===== config.mk =====
export PLATFORM = sky130hd
export DESIGN_NAME = rs544_522_lal8_pipe_restruct
export DESIGN_NICKNAME = d
export VERILOG_FILES = /design/src/rtl/rs544_522_lal8_pipe_restruct.sv
export SDC_FILE = /design/constraint.sdc
export NUM_CORES = 2
export LEC_CHECK = 0
export CAP_MARGIN = 10
export CORE_ASPECT_RATIO = 0.8
export CORE_MARGIN = 5
export CORE_UTILIZATION = 50
export DETAILED_ROUTE_END_ITERATION = 16
export PLACE_DENSITY_LB_ADDON = 0.1
export SLEW_MARGIN = 30
export SYNTH_ARGS = -nofsm -noshare
export SYNTH_HDL_FRONTEND = slang
export SYNTH_SLANG_ARGS = --single-unit

===== constraint.sdc =====
create_clock -name clk_i -period 33 [get_ports clk_i]
set_input_delay 3.3 -clock clk_i [delete_from_list [all_inputs] [get_ports clk_i]]
set_output_delay 3.3 -clock clk_i [all_outputs]
set_load 0.02 [all_outputs]

===== src/rtl/rs544_522_lal8_pipe_restruct.sv =====
// ---------------------------------------------------------------------------
// rs544_522_lal8_pipe_restruct
//
// RS(544,522) systematic encoder parity engine over GF(2^10)
// (primitive polynomial x^10 + x^3 + 1). A look-ahead LFSR absorbs eight
// message symbols per valid beat by chaining eight single-symbol division
// steps (rs_lfsr22_step_const). After the last beat of a frame the 22-symbol
// remainder is presented on parity_o with a one-cycle parity_valid_o pulse.
// The upstream framer front-pads 6 zero symbols, so a 522-symbol message
// arrives as exactly 66 full beats; leading zeros leave the remainder intact.
//
// Ports (top):
//   clk_i           clock, rising edge
//   rst_i           asynchronous reset, active-high
//   start_i         first beat of a frame (qualified by valid_i)
//   valid_i         s_blk_i carries 8 symbols this cycle
//   last_i          final beat of a frame (qualified by valid_i)
//   s_blk_i[0:L-1]  beat symbols, [0] earliest (highest message degree)
//   parity_valid_o  one-cycle pulse when parity_o has been updated
//   parity_o[0:R-1] parity, parity_o[i] = coefficient of x^i
//
// Configuration macro:
//   RS_OUT_REG_EN   adds one output register stage on parity_o and
//                   parity_valid_o (pulse 2 cycles after the last-beat edge
//                   instead of 1); values are unchanged.
//
// W, R and L are fixed by the field, the generator polynomial and the
// 8-lane datapath; they are parameters only to size the ports.
// ---------------------------------------------------------------------------

// ---------------------------------------------------------------------------
// rs_lfsr22_step_const
//
// One combinational division step by the monic generator
// g(x) = x^22 + sum TAP[i] x^i.
//   s_in     incoming message symbol
//   rem      remainder before the step, rem[i] = coefficient of x^i
//   rem_out  remainder after the step
// ---------------------------------------------------------------------------
module rs_lfsr22_step_const (
    input  logic [9:0]        s_in,
    input  logic [21:0][9:0]  rem,
    output logic [21:0][9:0]  rem_out
);

    localparam logic [9:0] TAP [0:21] = '{
        10'd807, 10'd280, 10'd944, 10'd621, 10'd3,   10'd177, 10'd365, 10'd657,
        10'd813, 10'd1010, 10'd712, 10'd466, 10'd374, 10'd544, 10'd374, 10'd482,
        10'd555, 10'd976, 10'd452, 10'd899, 10'd783, 10'd513
    };

    // Shift-and-add multiply modulo x^10 + x^3 + 1. With b a constant this
    // collapses to an XOR network of a.
    function automatic logic [9:0] gf_mul(input logic [9:0] a, input logic [9:0] b);
        logic [9:0] p;
        p = '0;
        for (int i = 9; i >= 0; i--) begin
            p = {p[8:0], 1'b0} ^ (p[9] ? 10'h009 : 10'h000);
            if (b[i]) begin
                p = p ^ a;
            end
        end
        return p;
    endfunction

    logic [9:0] fb;

    always_comb begin
        fb         = s_in ^ rem[21];
        rem_out[0] = gf_mul(fb, TAP[0]);
        for (int i = 1; i < 22; i++) begin
            rem_out[i] = rem[i-1] ^ gf_mul(fb, TAP[i]);
        end
    end

endmodule

module rs544_522_lal8_pipe_restruct #(
    parameter int unsigned W = 10,
    parameter int unsigned R = 22,
    parameter int unsigned L = 8
) (
    input  logic         clk_i,
    input  logic         rst_i,
    input  logic         start_i,
    input  logic         valid_i,
    input  logic         last_i,
    input  logic [W-1:0] s_blk_i [0:L-1],
    output logic         parity_valid_o,
    output logic [W-1:0] parity_o [0:R-1]
);

    // Remainder entering and leaving each lane. Kept as separate signals so
    // the chain has no self-referencing array.
    logic [R-1:0][W-1:0] rem_l0;
    logic [R-1:0][W-1:0] rem_l1;
    logic [R-1:0][W-1:0] rem_l2;
    logic [R-1:0][W-1:0] rem_l3;
    logic [R-1:0][W-1:0] rem_l4;
    logic [R-1:0][W-1:0] rem_l5;
    logic [R-1:0][W-1:0] rem_l6;
    logic [R-1:0][W-1:0] rem_l7;
    logic [R-1:0][W-1:0] rem_l8;

    logic [R-1:0][W-1:0] state_q;
    logic [R-1:0][W-1:0] parity_q;
    logic                parity_valid_q;

    // A start beat seeds the chain from zero, which also abandons any frame
    // still in progress.
    assign rem_l0 = start_i ? '0 : state_q;

    rs_lfsr22_step_const u_step0 (.s_in(s_blk_i[0]), .rem(rem_l0), .rem_out(rem_l1));
    rs_lfsr22_step_const u_step1 (.s_in(s_blk_i[1]), .rem(rem_l1), .rem_out(rem_l2));
    rs_lfsr22_step_const u_step2 (.s_in(s_blk_i[2]), .rem(rem_l2), .rem_out(rem_l3));
    rs_lfsr22_step_const u_step3 (.s_in(s_blk_i[3]), .rem(rem_l3), .rem_out(rem_l4));
    rs_lfsr22_step_const u_step4 (.s_in(s_blk_i[4]), .rem(rem_l4), .rem_out(rem_l5));
    rs_lfsr22_step_const u_step5 (.s_in(s_blk_i[5]), .rem(rem_l5), .rem_out(rem_l6));
    rs_lfsr22_step_const u_step6 (.s_in(s_blk_i[6]), .rem(rem_l6), .rem_out(rem_l7));
    rs_lfsr22_step_const u_step7 (.s_in(s_blk_i[7]), .rem(rem_l7), .rem_out(rem_l8));

    // Beats with valid_i low are ignored entirely, including start_i/last_i.
    always_ff @(posedge clk_i or posedge rst_i) begin
        if (rst_i) begin
            state_q        <= '0;
            parity_q       <= '0;
            parity_valid_q <= 1'b0;
        end else begin
            parity_valid_q <= valid_i & last_i;
            if (valid_i) begin
                state_q <= rem_l8;
            end
            if (valid_i && last_i) begin
                parity_q <= rem_l8;
            end
        end
    end

    logic [R-1:0][W-1:0] parity_out;
    logic                parity_valid_out;

`ifdef RS_OUT_REG_EN
    logic [R-1:0][W-1:0] parity_oq;
    logic                parity_valid_oq;

    always_ff @(posedge clk_i or posedge rst_i) begin
        if (rst_i) begin
            parity_oq       <= '0;
            parity_valid_oq <= 1'b0;
        end else begin
            parity_oq       <= parity_q;
            parity_valid_oq <= parity_valid_q;
        end
    end

    assign parity_out       = parity_oq;
    assign parity_valid_out = parity_valid_oq;
`else
    assign parity_out       = parity_q;
    assign parity_valid_out = parity_valid_q;
`endif

    assign parity_valid_o = parity_valid_out;

    for (genvar i = 0; i < R; i++) begin : g_par
        assign parity_o[i] = parity_out[i];
    end

endmodule


==> summary.txt <==
Vias in the first global route -> 48600
FF-to-FF path depth -> 22
Tmin final -> 16040 ps
Die X -> 398 um
Routing usage on met2 -> 77.1%
DRT iter0 DRCs -> 11700
Worst stage delay on the critical path -> 1040 ps
Largest cells by area after synthesis -> xnor2_1 42%, dfrtp_1 18%, xnor3_1 15%, xor2_1 6.4%, mux2_2 4.1%
Clk sinks -> 441
Synthesis-to-finish area growth -> 15.3%
Sequential element share of the synthesized area -> 18.3%
Final setup vio count -> 0
Final-layout fill cell count -> 9962
Setup Crit Path Kind -> primary input to register
Max-cap violation count -> 0
GP Congestion -> 1.26
Worst Hold End -> parity_o[181]
CTS tree -> built
Netlist cell types -> 30
Worst-path clk slew -> 70 ps
H-tree Lvls -> 2
DP Area -> 67700 sq um
I/O Buffers -> 305
Share of layout cells above drive strength 1 -> 15.4%
Slew @ Worst Pin -> 1300 ps
Cells after Synth -> 5556
Syn Area/Cell -> 10.8 sq um
Drt total wl -> 429000 um
Status -> complete, no violations
Critical Path, Cell by Cell -> clkdlybuf4s50_1, xor2_1, xnor3_2, xnor3_1, xnor3_1, xnor3_1, xnor3_1, buf_4, xnor2_2, xnor3_2, xor3_1, buf_4, xnor3_2, xnor3_1, xnor3_1, xnor3_1, buf_4, xnor3_2, xnor2_1, xnor2_1, xor2_1, o21ai_0
Max FO, Critical Path -> 17
GRT Total Usage -> 65.0%
Post-DP HPWL -> 354000 um
Met3 Use GR -> 48.6%
Most crowded layer after global routing -> met2
Worst r2r dst -> parity_o[49]
Number of placement rows -> 114
Die Span Y -> 321 um
Final instance area -> 69500 sq um
Synth Register Bits -> 441
Via count -> 53800
Post-CTS setup buffer count -> 0
Reg area -> 11000 sq um
Crit path buffers/inverters -> 4
Fin. Hold Viols -> 0
Drt via density -> 7.05
Max Root-Sink Buffers -> 3
Delay-heaviest family, CP -> XOR/XNOR gates
Flop-to-flop setup slack -> 19580 ps
Routed length per instance -> 56.2 um
CTS root buf -> clkbuf_16
Worst Min Path Start -> parity_o[181]
Initial antenna violation count -> 30
DRC viols -> 0
Sum Neg Setup Slack -> 0 ps
Nets -> 6050
CTS buffer count -> 38
Post-DRT Antenna Nets -> 0
Mapped cell area -> 60300 sq um
Unrepaired setup endpoints after global routing -> false
Syn. warnings -> 0
Critical path arrival -> 16450 ps
Crit end category -> register
Worst-Skew Late Latency -> 600 ps
Hold-fix buffer count after cts -> 0
Hold-critical path depth -> 2
Slew HR -> 12.9%
Initial core utilization -> 50.1%
Cell taking the most area after synthesis -> xnor2_1
Worst path slowest cell -> xnor3_1
Worst Setup Start Kind -> primary input
Met1 usage -> 72.5%
Class of the worst hold path -> register to register
Fin crit share -> 48.6%
Core Region -> 120000 sq um
Most used cell, CP -> xnor3_1
WP data required -> 33410 ps
Boundary Pins -> 306
Synth Net Count -> 5641
Pre-antenna DRT Iters -> 12
Remaining Overflow, GRT -> 0
Worst Clk Skew -> 42.2 ps
First-pass GRT wire length -> 529000 um
Slew Viols, Final -> 0
Largest net degree at the start of global routing -> 150
Fmax -> 0.0624 GHz
Share of the synthesized area in the top cell type -> 42.3%
Reg-to-Reg Start -> state_q[213]
PostCTS Resize Cnt -> 0
Die ar. -> 128000 sq um
Area of the multi-input gates -> 49500 sq um
==> worst reg2reg max path, cell delays in order (launching register included) <==
cell     delay (ps)
dfrtp_1         780
xnor2_1         130
nor2_1          380
xnor3_2         830
xnor3_1        1050
xnor3_1         470
xnor3_1         890
xnor3_1         470
buf_4           290
xnor2_2         460
xnor3_2         660
xor3_1          440
buf_4           380
xnor3_2         650
xnor3_1         810
xnor3_1         810
xnor3_1         300
buf_4           440
xnor3_2         870
xnor2_1         360
xnor2_1         920
xor2_1          630
o21ai_0         220
==> cells by family after synthesis <==
kind of cell           synth area share (%)
multiplexers                           4.16
XOR/XNOR                               69.8
buffers and inverters                  2.05
flip-flops                             18.3
AND/OR/NAND/NOR                        3.93
AO/OA/AOI/OAI                          1.71
==> per-layer routing <==
layer | wire length (um) | vias to the layer above
li1 | - | 18300
met5 | 5060 | -
met4 | 51300 | 80
met1 | 143000 | 26700
met3 | 84800 | 2050
met2 | 145000 | 6696
==> flip-flops by register name (all words and copies together) (netlist names) <==
signal          cells
state_q           220
parity_valid_o      1
parity_o          220
==> synth_stat cells, drive strengths merged <==
master,number
nand2,138
nor2b,131
mux2,221
a21oi,102
and2b,2
xor3,36
buf,131
xor2,466
nor2,148
nand2b,73
dfrtp,441
o21ai,104
mux2i,2
inv,10
xnor2,3009
clkbuf,116
xnor3,426
==> worst max path at each step <==
stage                     depth (start not counted)         from            to  slack, ps
after global routing                             22  s_blk_i[73]  parity_o[49]      17400
after detailed placement                         22  s_blk_i[79]  parity_o[71]      17160
final                                            22  s_blk_i[73]  parity_o[49]      16960
after floorplan                                   1        rst_i   parity_o[0]      17410
after global placement                           25  s_blk_i[79]   state_q[93]      16810
after CTS                                        22  s_blk_i[79]  parity_o[49]      17720
==> layout by cell type, fill, tap and decap left out, types with 4 or more instances in the layout <==
cell type        instances
clkbuf_1                 4
clkbuf_16               38
buf_16                   4
xor2_4                   9
inv_1                    8
nor2_1                 148
xor3_1                  35
clkdlybuf4s50_1        303
clkinv_2                 7
xnor3_2                 18
xnor3_1                407
mux2_2                 221
xnor2_1               2765
buf_6                    5
o21ai_0                103
nor2b_1                123
nand2b_1                73
diode_2                 22
xnor2_2                215
nor2b_2                  7
buf_4                  302
nand2_1                137
xor2_2                  45
bufinv_16                5
xnor2_4                 29
xor2_1                 412
dfrtp_1                441
clkbuf_8                 7
a21oi_1                102
==> per-stage QoR <==
stage / hold slack [ps] / util [%] / std cells / worst slack [ps]
finish: 479 / 57.8 / 7637 / 16960
global route: 494 / 57.7 / 7618 / 17400
CTS: 485 / 57.4 / 7613 / 17720
detailed placement: 463 / 56.3 / 7547 / 17160
global placement: 460 / 55.8 / 7544 / 16810
floorplan: 473 / - / 5556 / 17410
==> area by class of cell <==
| type | count | share of cell area (%) |
|---|---|---|
| timing repair buffer | 616 | 7.91 |
| clock buffer | 48 | 1.51 |
| multi-input combinational | 4858 | 71.3 |
| clock inverter | 18 | 0.367 |
| tap | 1624 | 2.92 |
| inverter | 10 | 0.0684 |
| sequential | 441 | 15.9 |
| antenna | 22 | 0.0792 |
Power is not shown: default switching activity piles up to over one toggle a cycle in this logic, so the estimate is an artifact.
